File: src/rtl/seq_reset_monitor.sv
// Watches a data stream for a fixed word sequence and issues a timed reset-request pulse.
// Define SEQRST_ARM_EN to make detection depend on the arm input.
module seq_reset_monitor #(
  parameter int DATA_WIDTH = 8,
  parameter int SEQ_LEN = 4,
  parameter logic [SEQ_LEN*DATA_WIDTH-1:0] SEQ_PATTERN = 32'h3CC355AA,
  parameter int PULSE_LEN = 4,
  parameter int HOLDOFF_LEN = 8,
  parameter int GAP_TIMEOUT = 16
) (
  input  logic                  clk,
  input  logic                  rst,
  input  logic                  data_valid,
  input  logic [DATA_WIDTH-1:0] data_in,
  input  logic                  arm,
  output logic                  force_reset,
  output logic [3:0]            match_idx,
  output logic [7:0]            event_count
);

  localparam logic [1:0] IDLE    = 2'd0;
  localparam logic [1:0] TRACK   = 2'd1;
  localparam logic [1:0] PULSE   = 2'd2;
  localparam logic [1:0] HOLDOFF = 2'd3;

  localparam logic [3:0]  LAST_IDX     = 4'(SEQ_LEN - 1);
  localparam logic [7:0]  PULSE_LAST   = 8'(PULSE_LEN - 1);
  localparam logic [7:0]  HOLDOFF_LAST = (HOLDOFF_LEN > 0) ? 8'(HOLDOFF_LEN - 1) : 8'd0;
  localparam logic [15:0] GAP_LAST     = 16'(GAP_TIMEOUT - 1);

  logic [1:0]            state;
  logic [7:0]            timer;
  logic [15:0]           gap_cnt;
  logic                  armed;
  logic                  beat;
  logic [DATA_WIDTH-1:0] cur_elem;
  logic [DATA_WIDTH-1:0] first_elem;

`ifdef SEQRST_ARM_EN
  assign armed = arm;
`else
  assign armed = arm | 1'b1;
`endif

  assign beat       = data_valid & armed;
  assign first_elem = SEQ_PATTERN[DATA_WIDTH-1:0];

  always_comb begin
    cur_elem = '0;
    for (int i = 0; i < SEQ_LEN; i++) begin
      if (match_idx == 4'(i)) cur_elem = SEQ_PATTERN[i*DATA_WIDTH +: DATA_WIDTH];
    end
  end

  always_ff @(posedge clk or posedge rst) begin
    if (rst) begin
      state       <= IDLE;
      force_reset <= 1'b0;
      match_idx   <= 4'd0;
      event_count <= 8'd0;
      gap_cnt     <= 16'd0;
      timer       <= 8'd0;
    end else begin
      case (state)
        IDLE, TRACK: begin
          if (beat) begin
            gap_cnt <= 16'd0;
            if (data_in == cur_elem) begin
              if (match_idx == LAST_IDX) begin
                state       <= PULSE;
                force_reset <= 1'b1;
                match_idx   <= 4'd0;
                timer       <= 8'd0;
                if (event_count != 8'hFF) event_count <= event_count + 8'd1;
              end else begin
                state     <= TRACK;
                match_idx <= match_idx + 4'd1;
              end
            end else if (data_in == first_elem) begin
              // Mismatch that is itself a sequence start restarts tracking at one.
              state     <= TRACK;
              match_idx <= 4'd1;
            end else begin
              state     <= IDLE;
              match_idx <= 4'd0;
            end
          end else if (state == TRACK) begin
            if (!armed || gap_cnt == GAP_LAST) begin
              state     <= IDLE;
              match_idx <= 4'd0;
              gap_cnt   <= 16'd0;
            end else begin
              gap_cnt <= gap_cnt + 16'd1;
            end
          end
        end
        PULSE: begin
          if (timer == PULSE_LAST) begin
            force_reset <= 1'b0;
            timer       <= 8'd0;
            state       <= (HOLDOFF_LEN == 0) ? IDLE : HOLDOFF;
          end else begin
            timer <= timer + 8'd1;
          end
        end
        HOLDOFF: begin
          if (timer == HOLDOFF_LAST) begin
            timer <= 8'd0;
            state <= IDLE;
          end else begin
            timer <= timer + 8'd1;
          end
        end
        default: state <= IDLE;
      endcase
    end
  end

endmodule

File: config.mk
export PLATFORM = sky130hd
export DESIGN_NAME = seq_reset_monitor
export DESIGN_NICKNAME = d
export VERILOG_FILES = /design/src/rtl/seq_reset_monitor.sv
export SDC_FILE = /design/constraint.sdc
export NUM_CORES = 1
export LEC_CHECK = 0
export ABC_AREA = 1
export BUFFER_PORTS_ARGS = -buffer_cell sky130_fd_sc_hd__buf_2
export CAP_MARGIN = 20
export CORE_MARGIN = 4
export CORE_UTILIZATION = 43
export CTS_CLUSTER_DIAMETER = 80
export DETAILED_ROUTE_END_ITERATION = 16
export HOLD_SLACK_MARGIN = 0.08
export PLACE_DENSITY_LB_ADDON = 0.15
export SYNTH_ARGS = -nofsm -noshare
export SYNTH_HDL_FRONTEND = slang
export SYNTH_SLANG_ARGS = --single-unit
export TNS_END_PERCENT = 1
File: constraint.sdc
create_clock -name clk -period 2.25 [get_ports clk]
set_input_delay 0.1125 -clock clk [delete_from_list [all_inputs] [get_ports clk]]
set_output_delay 0.1125 -clock clk [all_outputs]
set_load 0.02 [all_outputs]
* After elaboration in Yosys (flattened, before gate mapping)
Cells that the tools add are included.
Storage, ports and cells: register bits 39, logic and storage cells 74, bits of input ports 12, output and inout bits 13
Cells by class: eq/ne operators 19, add/subtract/negate cells 4, muxes and demuxes 33, reduce and logical (&&, ||, !) cells 12
Operators with widths (count):
- 2-to-1 mux 8 bit | 9
- 2-to-1 mux 16 bit | 3
- case mux 8 bit (3 select lines) | 1
- 2-to-1 mux 4 bit | 5
- adder 16 x 1 -> 16 bit (second input constant) | 1
- adder 8 x 1 -> 8 bit (second input constant) | 2
- == test 16 x 4 -> 1 bit (second input constant) | 1
- 2-to-1 mux 2 bit | 7
- != test 2 bit (second input constant) | 5
- AND reduction 5 bit | 2
- == test 4 x 2 -> 1 bit (second input constant) | 2
- == test 8 x 2 -> 1 bit (second input constant) | 1
- == test 8 x 3 -> 1 bit (second input constant) | 1
- == test 8 bit | 1
- == test 8 bit (second input constant) | 1
- != test 8 bit (second input constant) | 1
- 2-to-1 mux 1 bit | 6
- != test 3 bit (second input constant) | 2
- case mux 2 bit (3 select lines) | 1
- AND reduction 3 bit | 2
- nonzero test 2 bit | 3
- adder 4 x 1 -> 4 bit (second input constant) | 1
- == test 2 bit (second input constant) | 2
- == test 4 x 1 -> 1 bit (second input constant) | 1
- 7 further kinds | 7

* Logic depth before layout (Yosys ltp)
Gate-level depths: netlist (run 1).
depth in word-level cells 9, depth in mapped cells 16, depth with buffers taken out 16

* Least setup slack after synthesis (run 1)
OpenSTA, ideal clock, no wires.
path kind register to register, start point register match_idx[1], end point register event_count[5], data arrival time 1.884 ns, path slack 0.249 ns, data required time 2.132 ns, library setup time 0.118 ns, stages on the path, launching flop included 15, clock period less this slack 2.001 ns, path buffers 0, cells stage by stage dfrtp_1 -> inv_1 -> ha_1 -> nor2_1 -> nand2_1 -> nand2_1 -> nand2_1 -> nand2_1 -> nand2_2 -> nor2_4 -> nand2_4 -> nor3_4 -> nand2_4 -> nand2_1 -> nand2_1
On the way: word-level cells in the longest chain between the ends 7, elaborated cells on any way between the ends 10, those cells by class 4 x eq/ne; 4 x mux; 2 x reduce/logical
Ends and longest elaborated chain:
- from (decl) | line 17 | output logic [3:0] match_idx,
- from (signal assigned) | line 77 | match_idx <= match_idx + 4'd1;
- zero test 4 bit | line 51 | if (match_idx == 4'(i)) cur_elem = SEQ_PATTERN[i*DATA_WIDTH +: DATA_WIDTH];
- 2-to-1 mux 8 bit (4 in series) | line 51
- == test 8 bit | line 68 | if (data_in == cur_elem) begin
- AND reduction 5 bit (no line) (*)
- to (signal assigned) | line 74 | if (event_count != 8'hFF) event_count <= event_count + 8'd1;
- to (decl) | line 18 | output logic [7:0] event_count
Every way passes the cells marked *; elsewhere a longest branch is shown, timed or not. A chain may end at the register's enable or synchronous reset.

* Final worst setup path (run 1)
start point register match_idx[0], end point register event_count[4]
Same word-level chain as after synthesis.

==> results of run 1 <==
==> cells in the mapped netlist (all sizes together), types with 4 or more instances <==
library cell,count,area [um2]
o22ai,4,25.02
inv,44,165.2
o21ai,25,128.9
a21oi,7,46.30
nor2,35,148.9
nor3,17,96.35
nand3,30,150.1
dfrtp,39,975.9
ha,7,87.58
nor3b,4,30.03
xor2,8,70.07
nand4,8,50.05
nand2,79,321.5
==> how the worst max path moves through the flow <==
stage | from | end | slack [ns] | depth (start not counted)
global placement | match_idx[0] | event_count[2] | 0.27 | 13
CTS | match_idx[0] | event_count[3] | 0.21 | 15
global route | match_idx[0] | event_count[2] | 0.01 | 14
floorplan | match_idx[1] | event_count[5] | 0.25 | 14
finish | match_idx[0] | event_count[4] | 0.23 | 15
detailed placement | match_idx[0] | event_count[3] | 0.22 | 15
==> registers in the layout, summed over array words and instances, names as in the netlist <==
signal / cells
gap_cnt: 16
event_count: 8
timer: 8
match_idx: 4
state: 2
force_reset: 1
==> report_power, final <==
group          leakage, nW  switching, mW  internal [mW]
clock               0.0644          0.257          0.442
combinational        0.799         0.0638         0.0340
sequential           0.540        0.00941          0.712
==> layer usage <==
layer  up-vias  GRT usage, %  part of all wire (%)
met4         0         4.248                   1.3
met2        25         26.60                    47
met3         6         4.989                   2.8
met5         -             0                     0
met1       961         21.92                    49
li1       1111             -                     -
==> final cells by class <==
class | instances | area [um2]
Tap cell | 70 | 87.58
Clock buffer | 5 | 68.82
Clock inverter | 3 | 67.56
Inverter | 44 | 165.2
Multi-Input combinational cell | 235 | 1247
Sequential cell | 39 | 975.9
Fill cell | 507 | 2470
Timing Repair Buffer | 28 | 155.1
==> per-stage QoR <==
stage / hold slack, ns / util, % / setup slack (ns) / total power [mW] / cells
6_report: 0.1296 / 52.84 / 0.2286 / 1.518 / 424
5_1_grt: 0.1566 / 52.84 / 0.01396 / 1.588 / 424
4_1_cts: 0.1243 / 52.70 / 0.2131 / 1.533 / 424
3_5_place_dp: 0.2632 / 49.90 / 0.2210 / 0.8313 / 415
3_3_place_gp: 0.2611 / 49.90 / 0.2652 / 0.8295 / 415
2_1_floorplan: 0.2713 / - / 0.2486 / 0.7993 / 321
==> worst min-delay path: cells and delay by family <==
kind                   cells  cell delay, ns
AO/OA/AOI/OAI              1            0.06
buffers and inverters      1            0.13
AND/OR/NAND/NOR            1            0.08
==> cells by family (layout without fill, tap and decap cells) <==
group                    after synthesis  count (layout)  share of synthesized area [%]
adder cells (fa/ha/maj)                7               7                          3.657
flip-flops                            39              39                          40.75
AO/OA/AOI/OAI                         39              39                          9.353
AND/OR/NAND/NOR                      178             178                          34.69
multiplexers                           1               1                         0.4180
XOR/XNOR                              10              10                          3.658
buffers and inverters                 47              80                          7.471
==> repair_timing <==
item,in CTS,in global routing
endpoints found under the setup margin,0,1
resized for setup,0,1
hold buffers,1,0
hold endpoints to repair,39,0
==> results_dict.tcl, run 1 <==
set metrics [dict create \
    status "finished clean" \
    routabilityCongestion 0.7810 \
    hpwl_um 3546 \
    cts_tree "done" \
    clk_latency_ns 0.30 \
    tns_ns 0 \
    layout.nets 372 \
    die_width_um 82.63 \
    synth_area_um2 2395 \
    report.final.hold_viol_count 0 \
    areaGrowthSynthToFinish_pct 15.57 \
    fp.coreArea_um2 5238 \
    grt_max_degree 40 \
    drt-total-wl_um 4912 \
    leakage_nw 1.404 \
    synth_nets 340 \
    worst_clock_skew_ns 0.008995 \
    grt_overflow 0 \
    grt_pass1_vias 1988 \
    io_buffers 23 \
    grt_pass1_wl_um 8756 \
    layout-drive-gt1-share_pct 14.69 \
    r2r_cells 15 \
    ys_ff_latch 39 \
    tightest_slew_ns 0.5113 \
    required_ns 2.49 \
    relSlewSlack_pct 65.92 \
    rows 26 \
    finalSetupViolations 0 \
    synth-main-ff-cell "dfrtp_1" \
    num_vias 2103 \
    viasPerCell 4.960 \
    avgSynthCellArea_um2 7.460 \
    cts_root_buffer "clkbuf_8" \
    critical-path-top-delay-family "simple AND/OR/NAND/NOR gates" \
    period_needed_ns 2.021 \
    antennaDiodeCount 0 \
    hold_path_depth 3 \
    drc 0 \
    max_stage_delay_ns 0.45 \
    ant_nets 0 \
    power.density_nw_per_um2 548.6 \
    antenna_found_initial 0 \
    layout_worst_path_cycle_share_pct 89.84 \
    start_util_pct 45.72 \
    drv_cap 0 \
    cts_buffers 5 \
    cp-start-kind "register" \
    yosysWarningCount 0 \
    path_max_fanout 6 \
    final_common_cell "nand2_1" \
    r2r_setup_slack_ns 0.23 \
    grt_use_total_pct 16.62 \
    min_path_type "in -> reg" \
    path_class "reg -> reg" \
    r2r_start "match_idx[0]" \
    die_h_um 82.63 \
    cts_max_level 2 \
    hold_start "data_valid" \
    dr.first_iter.drc_count 85 \
    end_kind "register" \
    cts.sinks 39 \
    synth_edf_count 0 \
    dpl_cell_area_um2 2614 \
    syn_inst 321 \
    postCtsSetupBuffers 0 \
    fmax_mhz 494.7 \
    clk_path_buf_depth 2 \
    crit_arrival_ns 2.26 \
    path_common_cell "nand2_1" \
    rsz0062_at_grt "no" \
    mostFrequentLayoutCells "73 x nand2_1, 41 x inv_1, 39 x dfrtp_1" \
    reg2reg_to "event_count[4]" \
    clkTransAtPathRegs_ns 0.08 \
    async_flop_share_pct 100.0 \
    die-area_um2 6827 \
    design_area_um2 2768 \
    path_cells "inv_1 > ha_1 > inv_1 > nor2_1 > nand2_1 > nand2_1 > nand2_1 > nand2_1 > nand2_2 > nor2_4 > nand2_4 > nor3_4 > buf_4 > nand3_1 > nand2_1" \
    ioPinCount 25 \
    peakVddDrop_mv 0.3671 \
    cpMaxStageDelayCell "dfrtp_1" \
    finalMaxSlewViolations 0 \
    critPathBufInv 3 \
    yosysSeqAreaShare_pct 40.75 \
    hold-path-endpoint "match_idx[1]" \
    ys_types 31 \
    drt-pass1-iter-count 4 \
    routedWlPerCell_um 11.58 \
]
(Power assumes the default switching activity.)
==> run 2: changes to the inputs <==
PLACE_DENSITY = 0.69   (was default)
PLACE_DENSITY_LB_ADDON = default   (was 0.15)
==> run 2 against run 1 <==
Routed wire length down 6.1%. Setup slack gained 0.059 ns. Combinational power fell by 3.2%. Count of clock-buffer cells in the layout increased by 1. Clock skew decreased by 0.00056 ns. Sequential cell count is the same. Non-clock buffer count unchanged. Largest cell class unchanged. Core utilization fell by 0.36 points. Design area decreased by 0.68%. Die area did not move. Final cell count stayed put. Global-route usage is 0.59 points lower.
==> results_dict.tcl, run 2 (same netlist as run 1, synthesis figures left out) <==
set metrics [dict create \
    status "finished clean" \
    cts_buffers 5 \
    die_width_um 82.63 \
    antennaDiodeCount 0 \
    die_h_um 82.63 \
    clk_latency_ns 0.29 \
    clk_path_buf_depth 2 \
    hpwl_um 3490 \
    antenna_found_initial 0 \
    cp-start-kind "register" \
    ant_nets 0 \
    cts_max_level 2 \
    num_vias 2105 \
    io_buffers 23 \
    routedWlPerCell_um 10.88 \
    cts_root_buffer "clkbuf_8" \
    path_max_fanout 8 \
    ioPinCount 25 \
    top_register "gap_cnt" \
    crit_arrival_ns 2.12 \
    grt_overflow 0 \
    worst_clock_skew_ns 0.008430 \
    layout.nets 372 \
    end_kind "register" \
    reg.largest.list "gap_cnt x16, event_count x8, timer x8" \
    final_util_pct 52.48 \
    hold-path-endpoint "match_idx[1]" \
    grt_pass1_vias 2063 \
    dp_slack_ns 0.2454 \
    routabilityCongestion 0.8462 \
    leakage_nw 1.400 \
    rows 26 \
    report.final.hold_viol_count 0 \
    rsz0062_at_grt "no" \
    finalPower_mw 1.420 \
    fill_cells 485 \
    fp.coreArea_um2 5238 \
    drv_cap 0 \
    r2r_start "match_idx[1]" \
    grt_use_total_pct 16.03 \
    die-area_um2 6827 \
    period_needed_ns 1.962 \
    cts_tree "done" \
    drc 0 \
    tightest_slew_ns 0.5131 \
    power.density_nw_per_um2 516.5 \
    regArea_um2 975.9 \
    tns_ns 0 \
    finalNonFillerCells 424 \
    relSlewSlack_pct 65.79 \
    drt-pass1-iter-count 4 \
    min_path_type "in -> reg" \
    hold_slack_ns 0.1397 \
    finalSetupViolations 0 \
    dr.first_iter.drc_count 97 \
    grt_max_degree 40 \
    multi_input_area_um2 1247 \
    reg2reg_to "timer[6]" \
    grt_pass1_wl_um 8659 \
    peakVddDrop_mv 0.3424 \
    finalMaxSlewViolations 0 \
    r2r_cells 12 \
    layout-drive-gt1-share_pct 14.69 \
    cts.sinks 39 \
    fin_ws_ns 0.2880 \
    start_util_pct 45.72 \
    viasPerCell 4.965 \
    areaGrowthSynthToFinish_pct 14.79 \
    dp.cells 415 \
    final_common_cell "nand2_1" \
    hold_path_depth 3 \
    mostFrequentLayoutCells "73 x nand2_1, 41 x inv_1, 39 x dfrtp_1" \
    required_ns 2.41 \
    dpl_cell_area_um2 2614 \
    clkTransAtPathRegs_ns 0.07 \
    drt-total-wl_um 4614 \
    r2r_setup_slack_ns 0.29 \
    fmax_mhz 509.7 \
    path_class "reg -> reg" \
    hold_start "data_valid" \
    layout_worst_path_cycle_share_pct 87.20 \
    largest_reg_flops 16 \
    design_area_um2 2749 \
    cp-startpoint "match_idx[1]" \
]
-- run 2: how the worst max path moves through the flow --
stage               slack, ns  depth (start not counted)              to
floorplan                0.25                         14  event_count[5]
CTS                      0.23                         10        timer[2]
global placement         0.27                         10        timer[5]
detailed placement       0.25                         10        timer[2]
global route             0.03                         10        timer[7]
finish                   0.29                         12        timer[6]
-- run 2: critical path, cell delays in order (launching register included) --
cell	delay (ns)
dfrtp_1	0.40
inv_1	0.10
ha_1	0.24
nor2_1	0.15
nand2_1	0.06
nand2_1	0.08
nand2_1	0.05
nand2_1	0.07
nand2_2	0.06
nor2_4	0.11
nand3_1	0.14
o21ai_4	0.26
o21ai_0	0.12
-- run 2: cell type report --
cell class | instances | area share [%]
clock inverter | 2 | 1.274
sequential | 39 | 35.50
multi-input combinational | 235 | 45.38
clock buffer | 6 | 3.004
tap | 70 | 3.186
timing repair buffer | 28 | 5.644
inverter | 44 | 6.008
-- run 2: where the power goes --
| part | switching, mW | total [mW] | internal (mW) | leakage [nW] |
|---|---|---|---|---|
| Sequential | 0.00932 | 0.721 | 0.712 | 0.540 |
| Combinational | 0.0609 | 0.0947 | 0.0338 | 0.799 |
| Clock | 0.245 | 0.604 | 0.359 | 0.0612 |
| Total | 0.315 | 1.42 | 1.10 | 1.40 |
-- run 2: repair_timing --
action | CTS | global route
hold endpoints to repair | 39 | 0
setup buffers | 0 | 0
hold buffers | 1 | 0
setup endpoints to repair | 0 | 7
resized for setup | 0 | 1
-- run 2: layer usage --
| metal | GRT usage (%) | wire length [um] | vias up |
|---|---|---|---|
| met5 | 0 | 0 | - |
| li1 | - | - | 1120 |
| met4 | 4.902 | 57 | 0 |
| met1 | 21.26 | 2342 | 956 |
| met2 | 26.20 | 2082 | 22 |
| met3 | 3.362 | 131 | 7 |
==> run 3: changes to the inputs <==
CORE_ASPECT_RATIO = 1.25   (was default)
GPL_ROUTABILITY_DRIVEN = 0   (was default)
==> run 3 against run 2 <==
Setup slack lost 0.096 ns. Via count grew 1.9%. Non-clock buffer count is 2 higher. Highest routed layer unchanged.
==> results_dict.tcl, run 3 (same netlist as run 1, synthesis figures left out) <==
set metrics [dict create \
    start_util_pct 44.31 \
    path_cells "inv_1 > ha_1 > inv_1 > nand3_1 > nand2_1 > nand2_1 > nand2_1 > nand2_1 > inv_2 > nand3_1 > o21ai_2 > o21ai_0" \
    final_common_cell "nand2_1" \
    finalSetupViolations 0 \
    rsz0062_at_grt "no" \
    fp.coreArea_um2 5405 \
    io_buffers 23 \
    layout_worst_path_cycle_share_pct 91.47 \
    drt-pass1-iter-count 4 \
    grt_pass1_wl_um 8873 \
    die_width_um 74.75 \
    hold_path_depth 3 \
    finalMaxSlewViolations 0 \
    routedWlPerCell_um 11.87 \
    worst_clock_skew_ns 0.007233 \
    leakage_nw 1.409 \
    grt_max_degree 40 \
    tightest_slew_ns 0.5110 \
    hold_start "data_valid" \
    postCtsSetupBuffers 0 \
    hold_slack_ns 0.1373 \
    relSlewSlack_pct 65.93 \
    cts_buffers 5 \
    areaGrowthSynthToFinish_pct 14.79 \
    power_frac_clock_pct 42.6 \
    final_util_pct 50.86 \
    cpMaxStageDelayCell "dfrtp_1" \
    cts_max_level 2 \
    power.density_nw_per_um2 520.2 \
    cts_tree "done" \
    required_ns 2.40 \
    fmax_mhz 485.9 \
    die_h_um 91.44 \
    rows 30 \
    critPathBufInv 3 \
    grt_overflow 0 \
    report.final.hold_viol_count 0 \
    path_max_fanout 8 \
    r2r_cells 12 \
    antennaDiodeCount 0 \
    largest_reg_flops 16 \
    ioPinCount 25 \
    grt_pass1_vias 2075 \
    grt_use_total_pct 16.24 \
    reg.largest.list "gap_cnt x16, event_count x8, timer x8" \
    cts.sinks 39 \
    min_path_type "in -> reg" \
    internal_power_mw 1.108 \
    finalNonFillerCells 420 \
    p_comb_share_pct 7.0 \
    die-area_um2 6835 \
    dp.cells 411 \
    cp-start-kind "register" \
    clkTransAtPathRegs_ns 0.08 \
    layout-drive-gt1-share_pct 15.17 \
    hpwl_um 3729 \
    r2r_setup_slack_ns 0.19 \
    period_needed_ns 2.058 \
    viasPerCell 5.110 \
    seq_power_share_pct 50.4 \
    num_vias 2146 \
    crit_arrival_ns 2.21 \
    reg2reg_to "timer[3]" \
    cts_root_buffer "clkbuf_8" \
    path_common_cell "nand2_1" \
    r2r_start "match_idx[0]" \
    p_switching_mw 0.3222 \
    tns_ns 0 \
    ant_nets 0 \
    path_class "reg -> reg" \
    max_stage_delay_ns 0.45 \
    clk_latency_ns 0.29 \
    top_register "gap_cnt" \
    drt-total-wl_um 4987 \
    dr.first_iter.drc_count 119 \
    antenna_found_initial 0 \
    swShare_pct 22.53 \
    mostFrequentLayoutCells "73 x nand2_1, 41 x inv_1, 39 x dfrtp_1" \
    hold-path-endpoint "match_idx[1]" \
    drv_cap 0 \
    peakVddDrop_mv 0.3781 \
    layout.nets 374 \
    status "finished clean" \
    drc 0 \
    critical-path-top-delay-family "simple AND/OR/NAND/NOR gates" \
    end_kind "register" \
    clk_path_buf_depth 2 \
]
==> run 3: cell count changes in the layout (fill, tap and decap cells not counted) <==
cell / change
o21ai_2: +1
o21ai_4: -1
buf_4: +2
==> run 3: power by group through the flow <==
stage | Combinational [mW] | Sequential [mW] | Clock (mW)
after detailed placement | 0.100 | 0.735 | 0
after floorplan | 0.0660 | 0.733 | 0
after global placement | 0.0982 | 0.734 | 0
after global routing | 0.117 | 0.722 | 0.658
final | 0.0996 | 0.721 | 0.609
after CTS | 0.102 | 0.721 | 0.627
==> run 3: layer usage <==
layer,up-vias,routed length [um],GRT usage (%)
met2,23,2557,27.93
li1,1119,-,-
met3,7,130,3.212
met4,0,69,5.045
met1,997,2230,19.90
met5,-,0,0
==> run 3: stage by stage <==
stage / power [mW] / worst slack, ns / area (um2)
after CTS: 1.449 / 0.2058 / 2749
after floorplan: 0.7993 / 0.2486 / 2395
after global routing: 1.498 / 0.002127 / 2749
after global placement: 0.8327 / 0.2622 / 2621
after detailed placement: 0.8349 / 0.2321 / 2621
final: 1.430 / 0.1920 / 2749
==> run 3: worst min-delay path: cells and delay by family <==
family                 cells  cell delay, ns
AO/OA/AOI/OAI              1            0.06
buffers and inverters      1            0.13
AND/OR/NAND/NOR            1            0.09
==> run 3: worst max path at each step <==
stage	startpoint	end	slack, ns	depth (start not counted)
2_1_floorplan	match_idx[1]	event_count[5]	0.25	14
3_3_place_gp	match_idx[1]	event_count[4]	0.26	12
3_5_place_dp	match_idx[0]	timer[3]	0.23	12
4_1_cts	match_idx[0]	timer[3]	0.21	12
5_1_grt	match_idx[0]	timer[3]	0.002	12
6_report	match_idx[0]	timer[3]	0.19	12
==> run 3: timing repair <==
action / 4_1_cts / 5_1_grt
resized for setup: 0 / 0
hold buffers: 1 / 0
hold endpoints to repair: 39 / 0
==> run 3: area by class of cell <==
class	instances	area, um2
sequential	39	975.9
multi-input combinational	235	1240
inverter	44	165.2
tap	64	80.08
clock buffer	6	82.58
timing repair buffer	30	170.2
fill	555	2656
clock inverter	2	35.03
